$ cat src/rtl/ifetch_pkg.sv
// Shared types and constants for the instruction fetch queue.
package ifetch_pkg;

    localparam int unsigned XLEN = 32;
    localparam logic [31:0] NOP_INSTR = 32'h0000_0013;

    typedef enum logic [1:0] {
        IDLE = 2'd0,
        WAIT = 2'd1,
        DROP = 2'd2
    } fetch_state_e;

endpackage

$ cat src/rtl/fetch_fifo.sv
// Small circular FIFO of fetched {pc, instr} pairs with a synchronous clear.
module fetch_fifo #(
    parameter int unsigned W     = 64,
    parameter int unsigned DEPTH = 2
)(
    input  logic                   clk,
    input  logic                   rst,
    input  logic                   clr_i,
    input  logic                   push_i,
    input  logic                   pop_i,
    input  logic [W-1:0]           wdata_i,
    output logic [W-1:0]           head_o,
    output logic [$clog2(DEPTH):0] count_o
);

    localparam int unsigned PTR_W = $clog2(DEPTH);
    localparam int unsigned CNT_W = $clog2(DEPTH) + 1;

    logic [W-1:0]     mem_q [DEPTH];
    logic [PTR_W-1:0] wr_ptr_q, wr_ptr_d;
    logic [PTR_W-1:0] rd_ptr_q, rd_ptr_d;
    logic [CNT_W-1:0] count_q, count_d;

    always_comb begin
        wr_ptr_d = wr_ptr_q;
        rd_ptr_d = rd_ptr_q;
        count_d  = count_q;
        if (push_i) wr_ptr_d = wr_ptr_q + PTR_W'(1);
        if (pop_i)  rd_ptr_d = rd_ptr_q + PTR_W'(1);
        case ({push_i, pop_i})
            2'b10:   count_d = count_q + CNT_W'(1);
            2'b01:   count_d = count_q - CNT_W'(1);
            default: count_d = count_q;
        endcase
    end

    always_ff @(posedge clk) begin
        if (rst || clr_i) begin
            wr_ptr_q <= '0;
            rd_ptr_q <= '0;
            count_q  <= '0;
        end else begin
            wr_ptr_q <= wr_ptr_d;
            rd_ptr_q <= rd_ptr_d;
            count_q  <= count_d;
        end
    end

    // Storage needs no reset; count gates every read.
    always_ff @(posedge clk) begin
        if (push_i && !(rst || clr_i)) mem_q[wr_ptr_q] <= wdata_i;
    end

    assign head_o  = mem_q[rd_ptr_q];
    assign count_o = count_q;

endmodule

$ cat src/rtl/ifetch_queue.sv
// Fetch stage: issues one outstanding imem request per PC, queues responses for decode,
// and flushes queued and in-flight fetches on redirect.
module ifetch_queue #(
    parameter int unsigned XLEN  = ifetch_pkg::XLEN,
    parameter int unsigned DEPTH = 2
)(
    input  logic            clk,
    input  logic            rst,
    input  logic [XLEN-1:0] pc,
    output logic            pc_we,
    input  logic            redirect,
    output logic            imem_req,
    output logic [XLEN-1:0] imem_addr,
    input  logic            imem_gnt,
    input  logic            imem_rvalid,
    input  logic [XLEN-1:0] imem_rdata,
    output logic            id_valid,
    input  logic            id_ready,
    output logic [XLEN-1:0] id_pc,
    output logic [XLEN-1:0] id_instr
);

    import ifetch_pkg::*;

    localparam int unsigned CNT_W = $clog2(DEPTH) + 1;

    fetch_state_e      state_q, state_d;
    logic [XLEN-1:0]   req_pc_q, req_pc_d;
    logic [CNT_W-1:0]  fifo_count;
    logic [2*XLEN-1:0] fifo_head;
    logic              push, pop;

    assign imem_req  = (state_q == IDLE) && (fifo_count < CNT_W'(DEPTH)) && !redirect && !rst;
    assign imem_addr = pc;
    assign pc_we     = !rst && ((imem_req && imem_gnt) || redirect);
    assign id_valid  = (fifo_count != '0) && !redirect && !rst;
    assign pop       = id_valid && id_ready;
    assign push      = (state_q == WAIT) && imem_rvalid && !redirect && !rst;
    assign id_pc     = fifo_head[2*XLEN-1:XLEN];
    assign id_instr  = id_valid ? fifo_head[XLEN-1:0] : XLEN'(NOP_INSTR);

    // A response ends every outstanding fetch; redirect only decides whether it is kept.
    always_comb begin
        state_d  = state_q;
        req_pc_d = req_pc_q;
        case (state_q)
            IDLE: begin
                if (imem_req && imem_gnt) begin
                    state_d  = WAIT;
                    req_pc_d = pc;
                end
            end
            WAIT: begin
                if (imem_rvalid)   state_d = IDLE;
                else if (redirect) state_d = DROP;
            end
            DROP: begin
                if (imem_rvalid) state_d = IDLE;
            end
            default: state_d = IDLE;
        endcase
    end

    always_ff @(posedge clk) begin
        if (rst) begin
            state_q  <= IDLE;
            req_pc_q <= '0;
        end else begin
            state_q  <= state_d;
            req_pc_q <= req_pc_d;
        end
    end

    fetch_fifo #(
        .W     (2 * XLEN),
        .DEPTH (DEPTH)
    ) u_fifo (
        .clk     (clk),
        .rst     (rst),
        .clr_i   (redirect),
        .push_i  (push),
        .pop_i   (pop),
        .wdata_i ({req_pc_q, imem_rdata}),
        .head_o  (fifo_head),
        .count_o (fifo_count)
    );

endmodule

$ cat config.mk
export PLATFORM = sky130hd
export DESIGN_NAME = ifetch_queue
export DESIGN_NICKNAME = d
export VERILOG_FILES = /design/src/rtl/ifetch_pkg.sv /design/src/rtl/fetch_fifo.sv /design/src/rtl/ifetch_queue.sv
export SDC_FILE = /design/constraint.sdc
export NUM_CORES = 1
export LEC_CHECK = 0
export CAP_MARGIN = 25
export CORE_ASPECT_RATIO = 1.1
export CORE_MARGIN = 8
export CORE_UTILIZATION = 49
export DETAILED_ROUTE_END_ITERATION = 16
export GPL_TIMING_DRIVEN = 0
export PLACE_DENSITY = 0.8
export SYNTH_ARGS = -nofsm -noshare
export SYNTH_HDL_FRONTEND = slang
export SYNTH_SLANG_ARGS = --single-unit
$ cat constraint.sdc
create_clock -name clk -period 5.3 [get_ports clk]
set_clock_uncertainty 0.15 [all_clocks]
set_input_delay 0.795 -clock clk [delete_from_list [all_inputs] [get_ports clk]]
set_output_delay 0.795 -clock clk [all_outputs]
set_load 0.02 [all_outputs]
### Word level (Yosys, flattened, before mapping)

Memory sizes are Yosys's and may differ from the RTL's. A register that Yosys moved wholly into a read port is not among the register bits.
Cells that the tools add are included.

* register bits: 38
* RAM bits: 128
* bits of input ports: 70
* output and inout port bits: 99
* logic and storage cells: 51
* memories kept: 1

* add/subtract/negate cells: 4
* order comparisons: 1
* equal/unequal tests: 7
* mux-type cells: 11
* reduce and logical (&&, ||, !) cells: 22

Memory list
* u_fifo.mem_q: depth 2, bits a word 64, read ports 1, clocked after Yosys merged registers in 1, wr ports 1, RTL line fetch_fifo.sv:19 `logic [W-1:0] mem_q [DEPTH];`

Operator list (number)
* 32-bit two-way mux: 1
* 1-bit logical AND: 12
* 2-bit two-way mux: 4
* 2-bit case mux with 3 select lines: 1
* 2-bit by 1-bit == test with 1-bit output (second input constant): 2
* 2-bit == test (second input constant): 2
* 1-bit two-way mux: 4
* 2-bit case mux with 2 select lines: 1
* 2-bit nonzero test: 2
* 1-bit logical NOT: 3
* 3-bit inequality test (second input constant): 1
* 3-bit AND reduction: 1
* 1-bit adder (second input constant): 2
* 2-bit by 1-bit adder with 2-bit output (second input constant): 1
* 2-bit logical NOT: 1
* 1-bit logical OR: 2
* 2-bit less-than comparator (second input constant): 1
* 2-bit by 1-bit inequality test with 1-bit output (second input constant): 1
* 2-bit inequality test (second input constant): 1
* 2-bit AND reduction: 1
* 2-bit by 1-bit subtractor with 2-bit output (second input constant): 1

### Longest topological paths before layout

* word-level depth: 7
* depth in mapped cells: 9
* mapped depth without buffers: 7

### Cells and area by module

From an unflattened synthesis, not the netlist that was laid out.

* cells, all modules: 450
* area, all modules: 6744.0 um^2

Modules (own cells, without submodules)
* fetch_fifo: times used 1, cells each 220, area an instance 4845.9 um^2, seq. area each 3943.8 um^2
* ifetch_queue: times used 1, cells each 230, area an instance 1898.1 um^2, seq. area each 680.7 um^2

### Worst setup path before layout

No wires, ideal clock.

* path kind: input to register
* from: input port rst
* to: memory u_fifo.mem_q[0][0] (enable)
* library setup time: 0.487 ns
* arrival time: 4.027 ns
* data required time: 4.663 ns
* setup slack: 0.636 ns
* stages: 4
* buffers on the path: 1
* cell sequence: buf_4 nor3_4 nand3_1 nor2_1

* word-level cells in the longest chain between the ends: 5
* elaborated cells on any way between the ends: 7
* those cells by class: 2 x mux; 5 x reduce/logical

RTL lines
* start, declared: RTL line ifetch_queue.sv:8 `input logic rst,`
* 1-bit logical NOT or 1-bit logical OR (tied branches): RTL line ifetch_queue.sv:38, fetch_fifo.sv:51
* 1-bit logical AND or 1-bit logical NOT (tied branches): RTL line ifetch_queue.sv:38, fetch_fifo.sv:51
* 1-bit logical AND *: RTL line fetch_fifo.sv:51 `if (push_i && !(rst || clr_i)) mem_q[wr_ptr_q] <= wdata_i;`
* 1-bit two-way mux *: RTL line fetch_fifo.sv:51
* 1-bit two-way mux (not written as such) *: RTL line fetch_fifo.sv:51
* end, declared: RTL line fetch_fifo.sv:19

Mark *: on every way between the ends. The rest lies on a longest branch, timed or not.

### Worst setup path after layout

* from: input port redirect
* to: output port id_instr[31]

* word-level cells in the longest chain between the ends: 4

RTL lines
* start, declared: RTL line ifetch_queue.sv:11 `input logic redirect,`
* 1-bit logical NOT: RTL line ifetch_queue.sv:36 `assign id_valid = (fifo_count != '0) && !redirect && !rst;`
* 1-bit logical AND (2 in series): RTL line ifetch_queue.sv:36
* 32-bit two-way mux: RTL line ifetch_queue.sv:40 `assign id_instr = id_valid ? fifo_head[XLEN-1:0] : XLEN'(NOP_INSTR);`
* end, declared: RTL line ifetch_queue.sv:20 `output logic [XLEN-1:0] id_instr`

No other way between the ends.

==> impl_metrics.env <==
export IMPL_outcome="finished clean"
export IMPL_initial_core_util_pct=49.96
export IMPL_syn_avg_cell_area_um2=14.48
export IMPL_grt_pass1_wl_um=22890
export IMPL_hpwl_um=10430
export IMPL_grt_max_degree=27
export IMPL_grt_pass1_vias=4479
export IMPL_routed_wirelength_um=14710
export IMPL_path_class="input port to primary output"
export IMPL_clk_latency_ns=0.41
export IMPL_p_leak_uw=0.002980
export IMPL_htree_levels=4
export IMPL_antenna_found_initial=0
export IMPL_synthToLayoutAreaGrowth_pct=39.14
export IMPL_path_clk_slew_ns=0.07
export IMPL_synth_distinct_cells=29
export IMPL_wl_per_cell_um=18.00
export IMPL_rsz0062_at_grt="false"
export IMPL_fmax_ghz=0.2592
export IMPL_min_path_type="register to register"
export IMPL_wl_met2_um=7851
export IMPL_syn_num_nets=523
export IMPL_antenna_cells=0
export IMPL_die_area_um2=17320
export IMPL_clk_path_buf_depth=2
export IMPL_tightest_slew_ns=0.6660
export IMPL_max_stage_delay_ns=0.62
export IMPL_grt_overflow_total=0
export IMPL_worstPathArrival_ns=2.91
export IMPL_cts_resized=0
export IMPL_total_power_uw=2787
export IMPL_io_buffers=168
export IMPL_startpoint="redirect"
export IMPL_viasPerCell=5.169
export IMPL_io_pins=169
export IMPL_post_cts_buffers=0
export IMPL_crit_path_top_delay_cell="clkdlybuf4s50_1"
export IMPL_slew_violations=0
export IMPL_endpoint="id_instr[31]"
export IMPL_ys_warn_count=0
export IMPL_layout_nets=714
export IMPL_reg2reg_to="u_fifo.mem_q[0][62]$_DFFE_PP_"
export IMPL_topRoutingLayerUsed="met4"
export IMPL_worstHoldStart="req_pc_q[20]$_SDFFE_PP0P_"
export IMPL_hold_viol=0
export IMPL_cts_tree="built"
export IMPL_synth_yosys_seq_area_share_pct=70.64
export IMPL_slew_headroom_pct=55.50
export IMPL_min_period_ns=3.857
export IMPL_cts_sinks=167
export IMPL_die_height_um=137.2
export IMPL_routabilityCongestion=0.7524
export IMPL_core_region_area_um2=13100
export IMPL_setup_viol=0
export IMPL_numCtsBuffers=17
export IMPL_drive_gt1_share_pct=19.66
export IMPL_dr_pass1_iters=4
export IMPL_required_ns=4.36
export IMPL_synth_cells=452
export IMPL_row_count=44
export IMPL_drt_iter0_drc=271
export IMPL_netlist_area_um2=6546
export IMPL_r2r_cells=5
export IMPL_cap_violations=0
export IMPL_reg2reg_slack_ns=2.72
export IMPL_cts_root_buf="clkbuf_16"
export IMPL_min_period_over_period_pct=72.78
export IMPL_holdBufCountCts=0
export IMPL_p_per_area_nw_per_um2=305.9
export IMPL_vias=4223
export IMPL_die_w_um=126.2
export IMPL_dr_wl_met3_um=710
export IMPL_timing_rr_start="state_q[1]$_SDFFE_PP0P_"
export IMPL_endpoint_kind="primary output"
export IMPL_cp_max_fo=10
export IMPL_cp_start_kind="input port"
export IMPL_ys_ff_latch=167
export IMPL_ant_nets=0
export IMPL_grt_use_total_pct=16.98
export IMPL_drc=0
export IMPL_critical_path_cell_chain="clkdlybuf4s50_1, nor2_1, o21ai_1, buf_2, nor2_1, clkdlybuf4s50_1"
export IMPL_wl_met1_um=6011
export IMPL_fillers=917
export IMPL_ir_drop_v=0.0001848
export IMPL_fin_cells=817
export IMPL_dp_cells=785
cell families (layout without fill, tap and decap cells):
family          count (synthesis)  in the layout  synth area share (%)
mux                            66             66                 10.72
fa+ha+maj                       1              1                0.1911
flops                         167            167                 70.64
buf+inv                        62            266                 6.575
compound gates                 72             72                 5.657
simple gates                   82             82                 5.944
xor+xnor                        2              2                0.2676
sequential cells by signal, indices dropped and copies added (netlist names), named ones only:
signal	flops
u_fifo.count_o	2
u_fifo.wr_ptr_q	1
state_q	2
u_fifo.rd_ptr_q	1
u_fifo.mem_q	128
req_pc_q	32
power by group:
part           internal (µW)  leakage [µW]  total, µW  switching, µW
Clock                    659      0.000277       1170            513
Combinational            107       0.00131        191           84.7
Sequential              1420       0.00140       1420           7.35
layer usage:
layer  vias to the layer above  GRT usage [%]
met3                         9          4.530
met5                         -              0
met4                         0          6.488
li1                       2022              -
met1                      2070          18.70
met2                       122          30.92
stage by stage:
stage / util, % / area [µm²] / setup slack [ns] / TNS (ns) / hold slack (ns)
finish: 69.52 / 9109 / 1.443 / 0 / 0.3052
detailed placement: 65.17 / 8539 / 1.455 / 0 / 0.2846
CTS: 69.52 / 9109 / 1.436 / 0 / 0.3025
global route: 69.52 / 9109 / 1.330 / 0 / 0.3139
global placement: 64.33 / 8429 / -1.493 / -190.49 / 0.2729
floorplan: - / 6546 / 0.6365 / 0 / 0.2692
layout by cell type, fill, tap and decap left out, types with 4 or more instances in the layout:
master           instances
clkdlybuf4s50_1        168
edfxtp_1               128
dfxtp_1                 39
buf_4                   34
a21oi_1                 34
nand3_1                 33
nor2_1                  33
mux2i_1                 33
mux2_2                  33
o21ai_1                 30
buf_2                   17
clkbuf_16               17
nand2_1                  5
inv_6                    5
o21ai_0                  4
cells in the mapped netlist:
library cell	instances	area share, %
nand3_1	33	2.5
inv_1	3	0.17
buf_4	34	3.9
nor3_4	1	0.25
mux2i_1	33	5.0
clkbuf_1	2	0.11
edfxtp_1	128	59
xnor2_1	1	0.13
nor2_1	35	2.0
nor3b_2	1	0.19
mux2_2	33	5.7
nand2_1	5	0.29
or3_1	2	0.19
clkbuf_4	2	0.23
dfxtp_1	39	12
ha_1	1	0.19
o31ai_1	2	0.23
xor2_1	1	0.13
o21ai_1	30	2.3
buf_2	17	1.3
nand2b_1	1	0.096
o21ai_0	4	0.31
buf_6	1	0.17
nor3_1	3	0.23
a21oi_1	34	2.6
o211ai_1	1	0.11
a21boi_0	1	0.11
buf_8	3	0.69
or3b_4	1	0.17
how the worst min path moves through the flow:
stage,cells after the start,slack (ns),endpoint
after floorplan,0,0.27,u_fifo.mem_q[0][41]$_DFFE_PP_
after global placement,0,0.27,u_fifo.mem_q[0][41]$_DFFE_PP_
after detailed placement,0,0.28,u_fifo.mem_q[1][42]$_DFFE_PP_
after CTS,0,0.30,u_fifo.mem_q[1][52]$_DFFE_PP_
after global routing,0,0.31,u_fifo.mem_q[0][52]$_DFFE_PP_
final,0,0.31,u_fifo.mem_q[1][52]$_DFFE_PP_
final cells by class:
class | instances | area, µm² | share of cell area [%]
Multi-Input combinational cell | 223 | 1506 | 16.54
Buffer | 59 | 419.2 | 4.602
Sequential cell | 167 | 4624 | 50.77
Tap cell | 161 | 201.4 | 2.212
Timing Repair Buffer | 172 | 1777 | 19.51
Inverter | 3 | 11.26 | 0.1236
Clock inverter | 14 | 140.1 | 1.538
Clock buffer | 18 | 429.2 | 4.712
critical path: cells and delay by family:
kind / cells / cell delay (ns)
buffers and inverters: 3 / 1.43
and+or+nand+nor: 2 / 0.44
AOI/OAI and AO/OA: 1 / 0.23
Note: power is estimated with default switching activity, not from simulation.
